===== src/rtl/usb_tx_pkg.sv =====
// Shared constants and state encoding for the USB TX CRC16 path.
// No logic; imported by the generator and its LFSR step.
package usb_tx_pkg;
  localparam logic [15:0] CRC16_POLY = 16'h8005;
  localparam logic [15:0] CRC16_INIT = 16'hFFFF;

  typedef enum logic [1:0] {
    IDLE = 2'd0,
    DATA = 2'd1,
    CRC  = 2'd2,
    DONE = 2'd3
  } crc_tx_state_t;
endpackage


===== src/rtl/crc16_lfsr_step.sv =====
// One-bit CRC16 update: shift left, fold in POLY when din differs from the MSb.
// Latency: combinational. Backpressure: none.
module crc16_lfsr_step
  import usb_tx_pkg::*;
#(
  parameter logic [15:0] POLY = CRC16_POLY
) (
  input  logic [15:0] crc_in,
  input  logic        din,
  output logic [15:0] crc_out
);
  logic fb;

  assign fb      = din ^ crc_in[15];
  assign crc_out = {crc_in[14:0], 1'b0} ^ (fb ? POLY : 16'h0000);
endmodule


===== src/rtl/crc_generator_16bit_tx.sv =====
// USB TX CRC16 generator: serializes payload LSb-first, then appends ~CRC MSb-first (CRC_TX_UNDERRUN_EN adds underrun abort).
// Latency: accepted byte drives bit_out the next cycle; one bit per shift_strobe; done one cycle after the last CRC bit.
// Backpressure: tx_ready is a registered "shifter empty in DATA"; a byte is held off until all 8 bits are strobed out.
module crc_generator_16bit_tx
  import usb_tx_pkg::*;
#(
  parameter logic [15:0] POLY = CRC16_POLY,
  parameter logic [15:0] INIT = CRC16_INIT
) (
  input  logic       clk,
  input  logic       nRst,
  input  logic       start,
  input  logic       zero_len,
  input  logic [7:0] tx_data,
  input  logic       tx_last,
  input  logic       tx_valid,
  output logic       tx_ready,
  input  logic       shift_strobe,
  output logic       bit_out,
  output logic       bit_active,
  output logic       busy,
`ifdef CRC_TX_UNDERRUN_EN
  output logic       done,
  output logic       underrun
`else
  output logic       done
`endif
);
  crc_tx_state_t state_q, state_d;
  logic [15:0]   crc_q, crc_d;
  logic [7:0]    sh_q, sh_d;
  logic          full_q, full_d;
  logic          last_q, last_d;
  logic [3:0]    cnt_q, cnt_d;
  logic          ready_q, ready_d;
  logic [15:0]   crc_next;
`ifdef CRC_TX_UNDERRUN_EN
  logic          underrun_q, underrun_d;
`endif

  crc16_lfsr_step #(.POLY(POLY)) u_step (
    .crc_in  (crc_q),
    .din     (sh_q[0]),
    .crc_out (crc_next)
  );

  always_comb begin
    state_d = state_q;
    crc_d   = crc_q;
    sh_d    = sh_q;
    full_d  = full_q;
    last_d  = last_q;
    cnt_d   = cnt_q;
`ifdef CRC_TX_UNDERRUN_EN
    underrun_d = 1'b0;
`endif
    case (state_q)
      IDLE: begin
        if (start) begin
          crc_d   = INIT;
          cnt_d   = 4'd0;
          full_d  = 1'b0;
          last_d  = 1'b0;
          state_d = zero_len ? CRC : DATA;
        end
      end
      DATA: begin
        if (full_q) begin
          if (shift_strobe) begin
            crc_d = crc_next;
            sh_d  = {1'b0, sh_q[7:1]};
            cnt_d = cnt_q + 4'd1;
            if (cnt_q == 4'd7) begin
              full_d = 1'b0;
              if (last_q) begin
                state_d = CRC;
                cnt_d   = 4'd0;
              end
            end
          end
        end else begin
`ifdef CRC_TX_UNDERRUN_EN
          if (shift_strobe) begin
            underrun_d = 1'b1;
            state_d    = IDLE;
          end else if (tx_valid && ready_q) begin
`else
          // An empty-shifter strobe is simply dropped here.
          if (tx_valid && ready_q) begin
`endif
            sh_d   = tx_data;
            last_d = tx_last;
            cnt_d  = 4'd0;
            full_d = 1'b1;
          end
        end
      end
      CRC: begin
        if (shift_strobe) begin
          cnt_d = cnt_q + 4'd1;
          if (cnt_q == 4'd15) state_d = DONE;
        end
      end
      DONE:    state_d = IDLE;
      default: state_d = IDLE;
    endcase
    ready_d = (state_d == DATA) && !full_d;
  end

  always_ff @(posedge clk or negedge nRst) begin
    if (!nRst) begin
      state_q <= IDLE;
      crc_q   <= INIT;
      sh_q    <= 8'h00;
      full_q  <= 1'b0;
      last_q  <= 1'b0;
      cnt_q   <= 4'd0;
      ready_q <= 1'b0;
    end else begin
      state_q <= state_d;
      crc_q   <= crc_d;
      sh_q    <= sh_d;
      full_q  <= full_d;
      last_q  <= last_d;
      cnt_q   <= cnt_d;
      ready_q <= ready_d;
    end
  end

`ifdef CRC_TX_UNDERRUN_EN
  always_ff @(posedge clk or negedge nRst) begin
    if (!nRst) underrun_q <= 1'b0;
    else       underrun_q <= underrun_d;
  end
  assign underrun = underrun_q;
`endif

  // In CRC state ~cnt_q is 15-cnt_q, walking the remainder MSb-first.
  always_comb begin
    bit_active = 1'b0;
    bit_out    = 1'b0;
    if (state_q == DATA && full_q) begin
      bit_active = 1'b1;
      bit_out    = sh_q[0];
    end else if (state_q == CRC) begin
      bit_active = 1'b1;
      bit_out    = ~crc_q[~cnt_q];
    end
  end

  assign tx_ready = ready_q;
  assign busy     = (state_q != IDLE);
  assign done     = (state_q == DONE);
endmodule


===== config.mk =====
export PLATFORM = sky130hd
export DESIGN_NAME = crc_generator_16bit_tx
export DESIGN_NICKNAME = d
export VERILOG_FILES = /design/src/rtl/usb_tx_pkg.sv /design/src/rtl/crc16_lfsr_step.sv /design/src/rtl/crc_generator_16bit_tx.sv
export SDC_FILE = /design/constraint.sdc
export NUM_CORES = 1
export LEC_CHECK = 0
export CAP_MARGIN = 10
export CORE_AREA = 2 2 65 67
export CTS_CLUSTER_SIZE = 10
export DETAILED_ROUTE_END_ITERATION = 10
export DIE_AREA = 0 0 67 69
export PLACE_DENSITY = 0.72
export SLEW_MARGIN = 10
export SYNTH_ARGS = -nofsm -noshare
export SYNTH_HDL_FRONTEND = slang
export SYNTH_SLANG_ARGS = --single-unit

===== constraint.sdc =====
create_clock -name clk -period 1.65 [get_ports clk]
set_input_delay 0.33 -clock clk [delete_from_list [all_inputs] [get_ports clk]]
set_output_delay 0.33 -clock clk [all_outputs]
set_load 0.02 [all_outputs]

## Yosys cells after proc, flatten, opt, wreduce, memory -nomap -nowiden

Cells that the tools add are included.

| word-level totals | value |
|---|---|
| bits in registers | 33 |
| input bits | 15 |
| output and inout bits | 5 |
| logic and storage cells | 82 |

| operators by class | value |
|---|---|
| add/sub/neg operators | 1 |
| magnitude comparators | 1 |
| eq/ne operators | 15 |
| multiplexer cells | 41 |
| bitwise gates (word level) | 4 |
| reductions and logical operators | 13 |

Operator list:

| kind | count |
|---|---|
| 16-bit two-way mux | 4 |
| 16-bit one-hot mux with 2 select lines | 1 |
| 4-bit two-way mux | 7 |
| 8-bit two-way mux | 3 |
| 2-bit two-way mux | 8 |
| 16-bit bitwise XOR | 1 |
| 2-bit inequality test, second input constant | 7 |
| 1-bit two-way mux | 13 |
| 4-bit one-hot mux with 3 select lines | 1 |
| 2-bit one-hot mux with 4 select lines | 1 |
| 4-bit AND reduction | 2 |
| 3-bit inequality test, second input constant | 2 |
| 2-bit nonzero test | 3 |
| 4-bit by 5-bit less-than comparator with 1-bit output, second input constant | 1 |
| 5-bit AND reduction | 1 |
| 4-bit by 1-bit adder with 4-bit output, second input constant | 1 |
| 1-bit binary-select mux with 4-bit select | 1 |
| 2-bit by 1-bit == test with 1-bit output, second input constant | 2 |
| 2-bit == test, second input constant | 2 |
| 4-bit by 3-bit == test with 1-bit output, second input constant | 1 |
| 4-bit == test, second input constant | 1 |
| 4-bit inverter | 1 |
| 1-bit one-hot mux with 2 select lines | 2 |
| 1-bit logical AND | 3 |
| other kinds (6) | 6 |

## Longest topological paths before layout

Gate-level depths: netlist of run 1.

| depth | value |
|---|---|
| depth after elaboration | 7 |
| depth in mapped cells | 8 |
| gate-level depth less buffers | 6 |

## Hierarchy

Synthesis of run 1 repeated with hierarchy kept, for this count alone.

| unflattened totals | value |
|---|---|
| cell total of the unflattened synthesis | 216 |
| area, all modules | 2068.2 µm² |

Modules (own cells, without submodules):

| module | times used | cells each | area an instance (µm²) |
|---|---|---|---|
| crc_generator_16bit_tx | 1 | 199 | 1906.8 |
| crc16_lfsr_step | 1 | 17 | 161.4 |

## Worst setup path before layout of run 1

Ideal clock, no wire load.

| timing | value |
|---|---|
| path kind | register -> output |
| start point | reg cnt_q[0] |
| end point | out bit_out |
| arrival | 1.490 ns |
| data required time | 1.320 ns |
| slack | -0.170 ns |
| stages on the path, launching flop included | 5 |
| cell sequence | dfrtp_1 buf_6 mux4_2 a311oi_1 a32o_1 |

| between the ends | value |
|---|---|
| cells in the longest elaborated chain, start to end | 6 |

RTL lines:

| what | RTL line | text |
|---|---|---|
| start, declared | crc_generator_16bit_tx.sv:34 | `logic [3:0] cnt_q, cnt_d;` |
| start signal, assigned | crc_generator_16bit_tx.sv:125 | `cnt_q <= cnt_d;` |
| 4-bit inverter | crc_generator_16bit_tx.sv:147 | `bit_out = ~crc_q[~cnt_q];` |
| 1-bit binary-select mux with 4-bit select | crc_generator_16bit_tx.sv:147 |  |
| 1-bit two-way mux (not written as such) | crc_generator_16bit_tx.sv:147 |  |
| 1-bit inverter | crc_generator_16bit_tx.sv:147 |  |
| 1-bit two-way mux | crc_generator_16bit_tx.sv:145 | `end else if (state_q == CRC) begin` |
| 1-bit two-way mux | crc_generator_16bit_tx.sv:142 | `if (state_q == DATA && full_q) begin` |
| end, declared | crc_generator_16bit_tx.sv:19 | `output logic bit_out,` |

No other way between the ends. The select of a mux whose other input is x is not followed.

## Worst setup path after layout of run 1

| timing | value |
|---|---|
| start point | reg cnt_q[2] |
| end point | out bit_out |

The elaborated chain is that of the path after synthesis.

==> impl_metrics.yaml, run 1 <==
setup_path:
  path_cells: "buf_4 -> or3_4 -> o22ai_2 -> a311oi_2 -> a32o_2 -> buf_6"
  cp.arrival_ps: 1810
  endpoint_kind: "primary output"
  max_stage_delay_ps: 420
  crit_path_start_kind: "register"
  path_class: "reg2out"
  crit_required_ps: 1320
  crit_fanout: 3
  critPathSlowestCell: "dfrtp_1"
route:
  vias_per_cell: 5.75
  ant_nets: 0
  vias: 1950
  drtIter0Drc: 157
  dr.pass1.iters: 5
  drc_errors: 0
  wl_per_cell_um: 18.6
  wl_um: 6310
cts:
  clkTransAtPathRegs_ps: 80
  clk_path_buf_depth: 2
  numCtsBuffers: 5
  clock_sinks: 33
  cts_tree: "built"
  cts_root_buffer: "clkbuf_8"
  clk_latency_ps: 300
  h-tree-depth: 2
die:
  die_w_um: 67
  initial_utilization: 0.493
  core_area_um2: 3910
  die_h_um: 69
  num_io_pins: 20
  rows: 23
  floorplan.die_area_um2: 4620
flow_run:
  drv_cap: 0
logic_synthesis:
  yosysSeqAreaShare: 0.439
  syn_inst: 210
  synthArstFlopShare: 1.00
  avgSynthCellArea_um2: 9.18
  netlist_area_um2: 1930
  ys_seq_elements: 33
  synth_area_leaders: "dfrtp_1 (22%), dfstp_2 (22%), a31oi_1 (5.8%), mux2i_1 (5.7%), inv_1 (4.9%)"
  synth_edf_count: 0
  yosysTopAreaCellShare: 0.221
  synth-main-ff-cell: "dfrtp_1"
  synth_area_leader_cell: "dfrtp_1"
  ys_warn_count: 0
  yosysUniqueCellTypes: 42
  synth_fp_nets: 230
placed_design:
  placed_area_um2: 2500
  port_buffers: 19
  dp_hpwl_um: 3190
  place_congestion: 0.828
power_and_ir_drop:
  powerDensity_nw_per_um2: 1510
  total_leakage_power_nw: 1.39
  vdd_drop_max_mv: 0.980
  power.total_w: 0.00475
global_routing:
  grt_use_total: 0.238
  grt_pass1_wl_um: 8360
  antenna_found_initial: 0
  grt_pass1_vias: 1813
  grt_max_degree: 34
  grt.overflow.total: 0
sta:
  fin_crit_ps: 2140
  layout_setup_ws_ps: -491
  skew_ps: 12.8
  slew_viol_final: 0
  relSlewSlack: 0.751
  fmax_mhz: 467
  tns_ps: -3590
  finalSetupViolations: 24
  min_period_over_period: 1.30
  tightestPinTransition_ps: 372
  rsz0062_at_grt: "true"
  hold_viol_final: 0
outcome:
  violations: "setup timing"
  status: "finished with violations"
cells_and_area:
  nFillCells: 209
  drive_gt1_frac: 0.505
  insertedDiodeCount: 0
  seq_area_um2: 848
  multi_input_area_um2: 1250
  final_core_util: 0.802
  nNetsFinal: 308
  final_area_um2: 3140
  area_growth_syn_to_layout_pct: 62.8
hold_path:
  hold_path_class: "in2async"
-- metrics by stage --
| stage | cells | setup WS, ps | hold slack, ps |
|---|---|---|---|
| floorplan | 210 | -117 | 34.4 |
| global placement | 315 | -642 | 464 |
| detailed placement | 315 | -693 | 471 |
| CTS | 332 | -457 | 406 |
| global route | 339 | -561 | 419 |
| finish | 339 | -491 | 398 |
-- cell usage in the layout, fill, tap and decap left out, types with 2 or more instances in the layout --
cell type,instances
buf_4,43
inv_1,22
buf_6,18
nand2_1,17
nor2_1,16
dfstp_2,16
a31oi_1,15
dfrtp_1,15
clkdlybuf4s50_1,14
mux2i_1,8
o21ai_0,7
clkbuf_8,7
o21ai_1,5
ha_4,5
a21oi_2,4
nand3_1,4
inv_2,3
a21oi_1,3
nor2_2,3
nand2_2,3
buf_12,3
nand3_4,2
nand3b_1,2
mux4_2,2
mux2i_2,2
o22ai_2,2
nor2b_4,2
a31oi_4,2
o211ai_1,2
nor2_4,2
a21bo_4,2
xor2_1,2
dfrtp_2,2
-- repair_timing --
action | in CTS | in global routing
gates resized for setup | 43 | 75
gates cloned | 2 | 1
setup buffers | 7 | 8
hold buffers | 0 | 0
setup endpoints to repair | 34 | 32
pin swaps | 6 | 14
-- cells by family (layout without fill, tap and decap cells) --
family | after synthesis | count (layout) | share of synthesized area
compound gates | 52 | 53 | 0.173
xor+xnor | 3 | 3 | 0.0136
fa+ha+maj | 5 | 5 | 0.0324
buf+inv | 37 | 115 | 0.0818
flops | 33 | 33 | 0.439
mux | 14 | 14 | 0.0941
simple gates | 66 | 66 | 0.167
-- synthesized netlist by cell type, drive strengths merged (2+ instances only) --
master,number
inv,25
nor2,21
nand2,20
a31oi,18
dfrtp,17
dfstp,16
o21ai,13
mux2i,11
buf,10
a21oi,8
nand3,7
ha,5
mux4,3
nor2b,3
a2bb2oi,2
and2,2
clkbuf,2
nand3b,2
nor3,2
o211ai,2
o22ai,2
xor2,2
-- critical path: cells and delay by family (launching register included) --
family	cells	cell delay, ps
AO/OA/AOI/OAI	3	440
flip-flops	1	420
AND/OR/NAND/NOR	1	370
buffers and inverters	2	290
-- final cells by class --
cell class / instances / area share
Timing Repair Buffer: 82 / 0.249
Inverter: 25 / 0.0299
Sequential cell: 33 / 0.270
Clock inverter: 1 / 0.00159
Clock buffer: 7 / 0.0307
Multi-Input combinational cell: 141 / 0.398
Tap cell: 50 / 0.0199
-- state kept, by name (all words and copies together) (netlist names) --
name,count
sh_q,8
state_q,2
last_q,1
full_q,1
crc_q,16
cnt_q,4
tx_ready,1
-- report_power, final --
group	leakage, nW	internal (W)	switching, W
combinational	0.949	0.00146	0.00139
clock	0.0542	0.000377	0.000319
sequential	0.385	0.00103	0.000174
total	1.39	0.00287	0.00189
-- worst paths after layout --
kind,start,to,slack [ps],cells past startpoint
worst max register to register,state_q[1]$_DFF_PN0_,crc_q[0]$_DFFE_PN1P_,-150,10
worst max-delay path,cnt_q[2]$_DFFE_PN0P_,bit_out,-490,6
max in group asynchronous,nRst,crc_q[2]$_DFFE_PN1P_,1000,2
min in group clk,sh_q[1]$_DFFE_PN0P_,sh_q[1]$_DFFE_PN0P_,490,2
worst min register to register,sh_q[1]$_DFFE_PN0P_,sh_q[1]$_DFFE_PN0P_,490,2
worst min-delay path,nRst,last_q$_DFFE_PN0P_,400,2
-- metal layers --
layer / track usage / share of wire
met5: 0 / 0
met4: 0.0884 / 0.024
met3: 0.0604 / 0.056
met2: 0.365 / 0.52
met1: 0.322 / 0.40
Note: power is estimated with default switching activity, not from simulation.
==> inputs of run 2 (changes only) <==
--- a/config.mk
+++ b/config.mk
@@ -6,11 +6,10 @@
 export NUM_CORES = 1
 export LEC_CHECK = 0
 export CAP_MARGIN = 10
-export CORE_AREA = 2 2 65 67
-export CTS_CLUSTER_SIZE = 10
+export CORE_AREA = 2 2 50 87
 export DETAILED_ROUTE_END_ITERATION = 10
-export DIE_AREA = 0 0 67 69
-export PLACE_DENSITY = 0.72
+export DIE_AREA = 0 0 52 89
+export PLACE_DENSITY = 0.71
 export SLEW_MARGIN = 10
 export SYNTH_ARGS = -nofsm -noshare
 export SYNTH_HDL_FRONTEND = slang
==> run 2 against run 1 <==
The run still ends with setup timing left. Register-to-register slack got worse by 100 ps. Final cell count increased by 0.59%. Clock skew decreased by 3.9 ps. Clock power decreased by 12%. Clock-buffer cell count unchanged. Combinational power increased by 14%. Die area increased by 0.11%. Critical endpoint unchanged. Highest routed layer unchanged.
==> impl_metrics.yaml, run 2 (synthesized netlist as in run 1, its figures left out) <==
cells_and_area:
  mostFrequentLayoutCells: "buf_4 (45), inv_1 (21), buf_6 (20)"
  seq_area_um2: 848
  largest_reg_flops: 16
  top_regs: "crc_q (16), sh_q (8), cnt_q (4)"
  top_register: "crc_q"
  mostFrequentLayoutCell: "buf_4"
  insertedDiodeCount: 0
  nNetsFinal: 312
  multi_input_area_um2: 1320
  drive_gt1_frac: 0.522
  nFillCells: 201
  area_growth_syn_to_layout_pct: 68.9
setup_path:
  cp.arrival_ps: 1790
  crit_required_ps: 1320
  path_class: "reg2out"
  crit_path_start_kind: "register"
  path_cells: "buf_6 -> or3_4 -> o22ai_4 -> a311oi_2 -> a32o_2 -> buf_6"
  endpoint_kind: "primary output"
  cp_common_cell: "buf_6"
  critPathSlowestCell: "dfrtp_2"
  max_stage_delay_ps: 420
  crit_fanout: 2
route:
  wl_per_cell_um: 21.8
  dr.pass1.iters: 4
  drc_errors: 0
  ant_nets: 0
  vias_per_cell: 5.89
  wl_um: 7450
  drtIter0Drc: 51
  vias: 2008
die:
  die_w_um: 52
  num_io_pins: 20
  die_h_um: 89
  floorplan.die_area_um2: 4630
  core_area_um2: 3870
  rows: 30
  initial_utilization: 0.499
power_and_ir_drop:
  vdd_drop_max_mv: 1.29
  powerDensity_nw_per_um2: 1560
  total_leakage_power_nw: 1.40
cts:
  clkTransAtPathRegs_ps: 70
  clk_latency_ps: 300
  numCtsBuffers: 5
  h-tree-depth: 2
  cts_root_buffer: "clkbuf_8"
  clock_sinks: 33
  clk_path_buf_depth: 2
  cts_tree: "built"
sta:
  rsz0062_at_grt: "true"
  hold_viol_final: 0
  finalSetupViolations: 28
  fin_hold_ws_ps: 391
  min_period_over_period: 1.28
  slew_viol_final: 0
  tightestPinTransition_ps: 383
  layout_setup_ws_ps: -468
  relSlewSlack: 0.744
  tns_ps: -5150
  skew_ps: 8.93
  fmax_mhz: 472
  fin_crit_ps: 2120
flow_run:
  drv_cap: 0
global_routing:
  grt_use_total: 0.301
  antenna_found_initial: 0
  grt.overflow.total: 0
  grt_pass1_vias: 2122
  grt_pass1_wl_um: 9930
  grt_max_degree: 34
outcome:
  violations: "setup timing"
  status: "finished with violations"
placed_design:
  place_congestion: 0.869
  port_buffers: 19
  pre_cts_slack_ps: -682
  dp_hpwl_um: 3580
hold_path:
  hold_path_class: "in2async"
run 2: cell types whose count changed in the layout (fill, tap and decap cells not counted), moves of 3 or more:
| cell | before | now |
|---|---|---|
| nor2_4 | 2 | 15 |
| nor2_1 | 16 | 6 |
| nand3_1 | 4 | 7 |
| nor2_2 | 3 | 0 |
| o21ai_0 | 7 | 10 |
| o21ai_1 | 5 | 2 |
run 2: worst max-delay path: cells and delay by family, from the launching register on:
kind,cells,cell delay (ps)
AOI/OAI and AO/OA,3,430
buffers and inverters,2,250
DFF,1,420
and+or+nand+nor,1,390
run 2: path summary, 6_finish.rpt:
| path | startpoint | endpoint | slack [ps] | cells past startpoint |
|---|---|---|---|---|
| setup / recovery | cnt_q[1]$_DFFE_PN0P_ | bit_out | -470 | 6 |
| hold / removal | nRst | last_q$_DFFE_PN0P_ | 390 | 2 |
| setup reg to reg | state_q[0]$_DFF_PN0_ | crc_q[14]$_DFFE_PN1P_ | -250 | 9 |
| hold reg to reg | sh_q[3]$_DFFE_PN0P_ | sh_q[3]$_DFFE_PN0P_ | 490 | 2 |
| max in group asynchronous | nRst | crc_q[13]$_DFFE_PN1P_ | 1010 | 2 |
| min in group clk | sh_q[3]$_DFFE_PN0P_ | sh_q[3]$_DFFE_PN0P_ | 490 | 2 |
run 2: metrics by stage:
step,cell area [um^2],total power (W),instances,utilization
floorplan,1930,0.00219,210,-
global placement,2520,0.00292,315,0.651
detailed placement,2520,0.00296,315,0.651
CTS,3090,0.00470,341,0.798
global route,3260,0.00530,341,0.842
finish,3260,0.00507,341,0.842
run 2: layer usage:
| metal | up-vias | track usage | part of all wire |
|---|---|---|---|
| met5 | - | 0 | 0 |
| met2 | 74 | 0.581 | 0.55 |
| met3 | 44 | 0.0368 | 0.038 |
| li1 | 897 | - | - |
| met4 | 0 | 0.203 | 0.066 |
| met1 | 993 | 0.280 | 0.34 |
run 2: report_power, final:
part	switching [W]	internal (W)
registers	0.000168	0.00103
clock network	0.000313	0.000298
logic	0.00168	0.00158
total	0.00216	0.00290
run 2: final cells by class:
class	count	area share
Clock buffer	7	0.0234
Clock inverter	1	0.00231
Inverter	25	0.0304
Multi-Input combinational cell	140	0.405
Sequential cell	33	0.261
Tap cell	48	0.0184
Timing Repair Buffer	87	0.259
run 2: repair_timing:
action	CTS	global route
resized for setup	95	55
pin swaps	22	17
buffers inserted	16	10
endpoints found under the setup margin	27	29
hold buffers	0	0
gates cloned	3	0
